--- src/rtl/instr_mem_pkg.sv ---
// Shared types and helpers for the clocked instruction memory.
// Holds the controller state encoding, default fill/fault words and address decode.
package instr_mem_pkg;

  typedef enum logic {INIT, RUN} state_e;

  localparam logic [31:0] FILL_WORD_DEF  = 32'hD503201F;
  localparam logic [31:0] FAULT_WORD_DEF = 32'h00000000;

  typedef struct packed {
    logic        fault;
    logic [11:0] idx;
  } loc_t;

  // off is the byte offset from BASE_ADDR, already wrapped to the address width.
  // Anything below base wraps high and therefore lands out of range.
  function automatic loc_t addr_loc(input logic [63:0] off, input int unsigned depth);
    loc_t r;
    r.idx   = off[13:2];
    r.fault = (off[1:0] != 2'b00) || ((off >> 2) >= 64'(depth));
    return r;
  endfunction

endpackage

--- src/rtl/imem_rsp_fifo.sv ---
// First-word-fall-through response FIFO; the head is visible while valid_o is high.
// Output data reads as zero while empty so RspData is clean during reset.
module imem_rsp_fifo #(
  parameter int W     = 33,
  parameter int DEPTH = 4
) (
  input  logic         clk,
  input  logic         rst_n,
  input  logic         push_i,
  input  logic [W-1:0] push_data_i,
  input  logic         pop_i,
  output logic         valid_o,
  output logic [W-1:0] data_o
);

  localparam int PW = (DEPTH > 1) ? $clog2(DEPTH) : 1;
  localparam int CW = $clog2(DEPTH + 1);

  logic [W-1:0]  mem_q [DEPTH];
  logic [PW-1:0] wptr_q, wptr_d, rptr_q, rptr_d;
  logic [CW-1:0] cnt_q, cnt_d;
  logic          do_pop;

  function automatic logic [PW-1:0] nxt(input logic [PW-1:0] p);
    return (p == PW'(DEPTH - 1)) ? '0 : p + 1'b1;
  endfunction

  assign valid_o = (cnt_q != '0);
  assign data_o  = valid_o ? mem_q[rptr_q] : '0;
  assign do_pop  = pop_i && valid_o;

  always_comb begin
    wptr_d = push_i ? nxt(wptr_q) : wptr_q;
    rptr_d = do_pop ? nxt(rptr_q) : rptr_q;
    cnt_d  = cnt_q + CW'(push_i) - CW'(do_pop);
  end

  always_ff @(posedge clk or negedge rst_n) begin
    if (!rst_n) begin
      wptr_q <= '0;
      rptr_q <= '0;
      cnt_q  <= '0;
    end else begin
      wptr_q <= wptr_d;
      rptr_q <= rptr_d;
      cnt_q  <= cnt_d;
    end
  end

  always_ff @(posedge clk) begin
    if (push_i) mem_q[wptr_q] <= push_data_i;
  end

endmodule

--- src/rtl/instr_fetch_mem.sv ---
// Clocked instruction memory: fill sweep on reset, loader write port, and a
// ready/valid fetch channel with fixed read latency and credit-bounded in-flight count.
module instr_fetch_mem
  import instr_mem_pkg::*;
#(
  parameter int                ADDR_W     = 64,
  parameter int                DATA_W     = 32,
  parameter int                DEPTH      = 64,
  parameter logic [63:0]       BASE_ADDR  = 64'h0,
  parameter int                RD_LATENCY = 2,
  parameter int                RSP_DEPTH  = 4,
  parameter logic [DATA_W-1:0] FILL_WORD  = FILL_WORD_DEF,
  parameter logic [DATA_W-1:0] FAULT_WORD = FAULT_WORD_DEF
) (
  input  logic              CLK,
  input  logic              Reset_L,
  input  logic              ReqValid,
  output logic              ReqReady,
  input  logic [ADDR_W-1:0] ReqAddr,
  output logic              RspValid,
  input  logic              RspReady,
  output logic [DATA_W-1:0] RspData,
  output logic              RspFault,
  input  logic              LdValid,
  output logic              LdReady,
  input  logic [ADDR_W-1:0] LdAddr,
  input  logic [DATA_W-1:0] LdData,
  output logic              InitDone
);

  localparam int IW = $clog2(DEPTH);
  localparam int CW = $clog2(RSP_DEPTH + 1);

  typedef struct packed {
    logic              fault;
    logic [DATA_W-1:0] data;
  } rsp_t;

  state_e            state_q, state_d;
  logic [IW-1:0]     fill_q, fill_d;
  logic [CW-1:0]     cnt_q, cnt_d;
  logic [DATA_W-1:0] mem_q [DEPTH];
  logic              mem_we;
  logic [IW-1:0]     mem_wa;
  logic [DATA_W-1:0] mem_wd;

  logic [RD_LATENCY:1] vld_pipe_q, vld_pipe_d;
  rsp_t                rsp_pipe_q [1:RD_LATENCY];
  rsp_t                rsp_pipe_d [1:RD_LATENCY];

  logic [ADDR_W-1:0] req_off, ld_off;
  loc_t              req_loc, ld_loc;
  logic              acc, pop;

  assign req_off = ReqAddr - BASE_ADDR[ADDR_W-1:0];
  assign ld_off  = LdAddr - BASE_ADDR[ADDR_W-1:0];
  assign req_loc = addr_loc(64'(req_off), DEPTH);
  assign ld_loc  = addr_loc(64'(ld_off), DEPTH);

  assign ReqReady = (state_q == RUN) && (cnt_q < CW'(RSP_DEPTH));
  assign LdReady  = (state_q == RUN);
  assign InitDone = (state_q == RUN);
  assign acc      = ReqValid && ReqReady;
  assign pop      = RspValid && RspReady;

  always_comb begin
    state_d = state_q;
    fill_d  = fill_q;
    mem_we  = 1'b0;
    mem_wa  = fill_q;
    mem_wd  = FILL_WORD;
    if (state_q == INIT) begin
      mem_we = 1'b1;
      fill_d = fill_q + 1'b1;
      if (fill_q == IW'(DEPTH - 1)) state_d = RUN;
    end else if (LdValid && !ld_loc.fault) begin
      mem_we = 1'b1;
      mem_wa = ld_loc.idx[IW-1:0];
      mem_wd = LdData;
    end
  end

  // The array is sampled at the accept edge, so a same-edge loader write is not seen.
  always_comb begin
    cnt_d         = cnt_q + CW'(acc) - CW'(pop);
    vld_pipe_d[1] = acc;
    rsp_pipe_d[1] = req_loc.fault ? {1'b1, FAULT_WORD}
                                  : {1'b0, mem_q[req_loc.idx[IW-1:0]]};
    for (int j = 2; j <= RD_LATENCY; j++) begin
      vld_pipe_d[j] = vld_pipe_q[j-1];
      rsp_pipe_d[j] = rsp_pipe_q[j-1];
    end
  end

  always_ff @(posedge CLK or negedge Reset_L) begin
    if (!Reset_L) begin
      state_q    <= INIT;
      fill_q     <= '0;
      cnt_q      <= '0;
      vld_pipe_q <= '0;
      for (int j = 1; j <= RD_LATENCY; j++) rsp_pipe_q[j] <= '0;
    end else begin
      state_q    <= state_d;
      fill_q     <= fill_d;
      cnt_q      <= cnt_d;
      vld_pipe_q <= vld_pipe_d;
      for (int j = 1; j <= RD_LATENCY; j++) rsp_pipe_q[j] <= rsp_pipe_d[j];
    end
  end

  always_ff @(posedge CLK) begin
    if (mem_we) mem_q[mem_wa] <= mem_wd;
  end

  // Credits cover pipeline plus FIFO, so the FIFO can never overflow.
  imem_rsp_fifo #(
    .W     (DATA_W + 1),
    .DEPTH (RSP_DEPTH)
  ) u_rsp_fifo (
    .clk         (CLK),
    .rst_n       (Reset_L),
    .push_i      (vld_pipe_q[RD_LATENCY]),
    .push_data_i (rsp_pipe_q[RD_LATENCY]),
    .pop_i       (pop),
    .valid_o     (RspValid),
    .data_o      ({RspFault, RspData})
  );

endmodule

--- config.mk ---
export PLATFORM = sky130hd
export DESIGN_NAME = instr_fetch_mem
export DESIGN_NICKNAME = d
export VERILOG_FILES = /design/src/rtl/instr_mem_pkg.sv /design/src/rtl/imem_rsp_fifo.sv /design/src/rtl/instr_fetch_mem.sv
export SDC_FILE = /design/constraint.sdc
export NUM_CORES = 2
export LEC_CHECK = 0
export ABC_AREA = 0
export CAP_MARGIN = 15
export CORE_MARGIN = 5
export CORE_UTILIZATION = 39
export CTS_BUF_LIST = sky130_fd_sc_hd__clkbuf_4
export DETAILED_ROUTE_END_ITERATION = 8
export MAX_ROUTING_LAYER = met4
export PLACE_DENSITY_LB_ADDON = 0.3
export SLEW_MARGIN = 15
export SYNTH_ARGS = -nofsm -noshare
export SYNTH_HDL_FRONTEND = slang
export SYNTH_SLANG_ARGS = --single-unit
export TNS_END_PERCENT = 30
--- constraint.sdc ---
create_clock -name CLK -period 16.8 [get_ports CLK]
set_clock_uncertainty 0.15 [all_clocks]
set_input_delay 1.68 -clock CLK [delete_from_list [all_inputs] [get_ports CLK]]
set_output_delay 1.68 -clock CLK [all_outputs]
set_load 0.01 [all_outputs]
==> flow_summary.json <==
{
  "synth_warnings": 0,
  "fin_crit_sh_pct": 31.92,
  "syn_inst": 3790,
  "cp_num_cells": 4,
  "drtIter0Drc": 4569,
  "worstPathRequired_ns": 14.97,
  "ys_ff_latch": 2265,
  "grt_max_degree": 115,
  "grtUsageTotal_pct": 19.65,
  "drive_gt1_share_pct": 38.72,
  "timing.critical_path.cells": "buf_4, mux4_2, and2_1, clkdlybuf4s50_1",
  "syn_area_um2": 86980,
  "synth_area_leader_cell": "edfxtp_1",
  "path_max_fanout": 36,
  "detail_route.drc_violations": 0,
  "max_freq_mhz": 186.5,
  "clkTransAtPathRegs_ns": 0.06,
  "critPathLaunchType": "flop",
  "std_cell_rows": 173,
  "antenna_found_initial": 12,
  "period_needed_ns": 5.362,
  "cp-end-kind": "output pin",
  "synth_edf_count": 2180,
  "hold_viol": 0,
  "gp_congestion": 0.7934,
  "ys.flop_type": "edfxtp_1",
  "synthTopCellsByArea": "edfxtp_1, mux4_2, dfrtp_1",
  "synthTopCellsByCount": "edfxtp_1, mux4_2, mux2_2, a21oi_1, dfrtp_1",
  "clockBufferDepth": 4,
  "fp.dieW_um": 482.3,
  "synth_top_area_share_pct": 75.26,
  "critPathMaxStageDelay_ns": 0.62,
  "critPathSlowestCell": "mux4_2",
  "core_um2": 222100,
  "rsz0062_at_grt": "false",
  "crit_buf_inv": 2,
  "hold_path.class": "reg -> reg",
  "yosysMostFrequentCell": "edfxtp_1",
  "status": "completed",
  "antenna_left": 0,
  "globalRouteOverflowTotal": 0,
  "finalWorstSetupSlack_ns": 11.44,
  "htree_num_levels": 6,
  "r2r_cells": 7,
  "max_cap_viol_count": 0,
  "grt_pass1_wl_mm": 319.7,
  "cts_resized": 0,
  "post_cts_buffers": 0,
  "vdd.ir_drop.worst_uv": 79.10,
  "dp_hpwl_mm": 116.7,
  "vias_per_cell": 5.528,
  "p_leak_nw": 26.54,
  "initial_core_util_pct": 39.16,
  "seq_area_frac_synth_pct": 77.71,
  "drv_slew": 0,
  "path_delay_family": "buffers and inverters",
  "max-slew-margin-rel_pct": 22.09,
  "async_flop_share_pct": 3.753,
  "syn2layout_area_growth_pct": 15.49,
  "clock_sinks": 2265,
  "clkLatencyLatePin_ns": 1.33,
  "critPathArrivalTime_ns": 3.53,
  "crit_type": "reg -> out",
  "grtUsageMet1_pct": 26.57,
  "first_pass_iters": 7,
  "nNetsFinal": 4698,
  "wire_per_inst_um": 28.17,
  "io_pins": 202,
  "post-place-ws_ns": 10.19,
  "synth.distinct_cells": 57,
  "portBuffers": 201,
  "fin_setup_tns_ns": 0,
  "setup_violations": 0,
  "cts_tree": "built",
  "syn_avg_cell_area_um2": 22.95,
  "root_buffer": "clkbuf_4",
  "min_delay_path_depth": 0,
  "cts-buffers-inserted": 600,
  "synth.net_count": 3967,
  "grt_pass1_vias": 45920,
  "die_h_um": 482.3,
  "tightest_slew_ns": 1.146,
  "p_per_area_nw_per_um2": 112.4,
  "use_met2_pct": 29.94,
  "dieArea_um2": 232600,
  "routed_wl_mm": 222.6,
  "top_usage_layer": "met2",
  "vias": 43670,
  "postCtsHoldBufs": 0,
  "use_met3_pct": 4.245
}
report_power, final:
group          leakage [nW]  switching [W]  total (W)  internal (W)
registers              16.4     0.00000595    0.00611       0.00610
logic                  5.71       0.000259   0.000487      0.000228
clock network          4.42        0.00216    0.00470       0.00254
worst reg2reg max path, delay by kind of cell (launching register included):
family | cells | cell delay [ns]
and+or+nand+nor | 4 | 2.01
buffers and inverters | 2 | 0.89
muxes | 1 | 0.57
DFF | 1 | 0.48
routing by layer:
layer  vias up  share of wire, %
li1      18020                 -
met1     23340                41
met2      1996                48
met3       316               8.6
met4         0               2.6
met5         -                 0
state kept, by name, summed over array words and instances (netlist names):
signal,flops
mem_q,2048
u_rsp_fifo.mem_q,132
rsp_pipe_d,33
rsp_pipe_q,33
fill_q,6
cnt_q,3
u_rsp_fifo.cnt_q,3
u_rsp_fifo.rptr_q,2
u_rsp_fifo.wptr_q,2
vld_pipe_q,2
InitDone,1
logic make-up (layout without fill, tap and decap cells):
group / count (synthesis) / count (layout) / share of synthesized area [%]
other: 0 / 14 / 0
adder cells (fa/ha/maj): 12 / 12 / 0.1899
flip-flops: 2265 / 2265 / 77.71
AND/OR/NAND/NOR: 267 / 267 / 1.834
AO/OA/AOI/OAI: 289 / 289 / 2.225
XOR/XNOR: 9 / 9 / 0.09063
buffers and inverters: 235 / 1357 / 1.552
multiplexers: 713 / 713 / 16.40
cells in the final DEF, fill, tap and decap left out, types with 7 or more instances in the layout:
master           netlist  routed
edfxtp_1            2180    2180
clkbuf_4               0     899
mux4_2               553     553
clkdlybuf4s50_1        0     194
mux2_2               151     151
buf_4                 33     144
a21oi_1               93      93
dfrtp_1               85      84
clkinv_1               0      68
a22oi_1               58      58
o22ai_1               58      58
and2_1                38      38
nor2_1                47      36
nor4_1                54      30
o31ai_1               29      29
nor4_2                 1      24
nor3_2                 6      22
a2111oi_1             19      19
and3_2                 0      17
diode_2                0      14
inv_1                 14      14
a2111oi_0             12      12
nand2b_2               0      12
nor2b_1               13      11
nand2_1               11      10
ha_1                  10      10
inv_2                  0      10
nor3_1                30       8
nor2_4                 0       8
bufinv_16              0       8
xnor2_1                7       7
worst paths after layout:
path	slack [ns]	startpoint	to
max reg2reg	12.31	InitDone$_DFF_PN0_	mem_q[60][16]$_DFFE_PP_
max	11.44	u_rsp_fifo.rptr_q[0]$_DFFE_PN0P_	RspData[23]
min	0.20	vld_pipe_q[1]$_DFF_PN0_	vld_pipe_q[2]$_DFF_PN0_
min in group asynchronous	0.27	Reset_L	rsp_pipe_d[10]$_DFF_PN0_
max in group asynchronous	14.95	Reset_L	rsp_pipe_q[13]$_DFF_PN0_
min reg2reg	0.20	vld_pipe_q[1]$_DFF_PN0_	vld_pipe_q[2]$_DFF_PN0_
layout make-up:
cell class	instances	area [um2]
tap	2975	3722
multi-input combinational	1290	18510
sequential	2265	67590
inverter	14	52.55
clock buffer	899	6749
clock inverter	94	578.1
antenna	14	35.03
timing repair buffer	350	3213
fill	18900	121600
metrics by stage:
stage               hold slack (ns)  std cells  util [%]  power (W)  instance area, um2
global route                 0.1809       7895     45.23    0.01179              100400
floorplan                    0.1812       3790         -   0.006526               86980
CTS                          0.1417       7887     45.21    0.01144              100400
global placement             0.1840       6891     41.89   0.006726               93030
finish                       0.1973       7901     45.23    0.01129              100500
detailed placement           0.1871       6894     41.91   0.006733               93080
(Power assumes the default switching activity.)
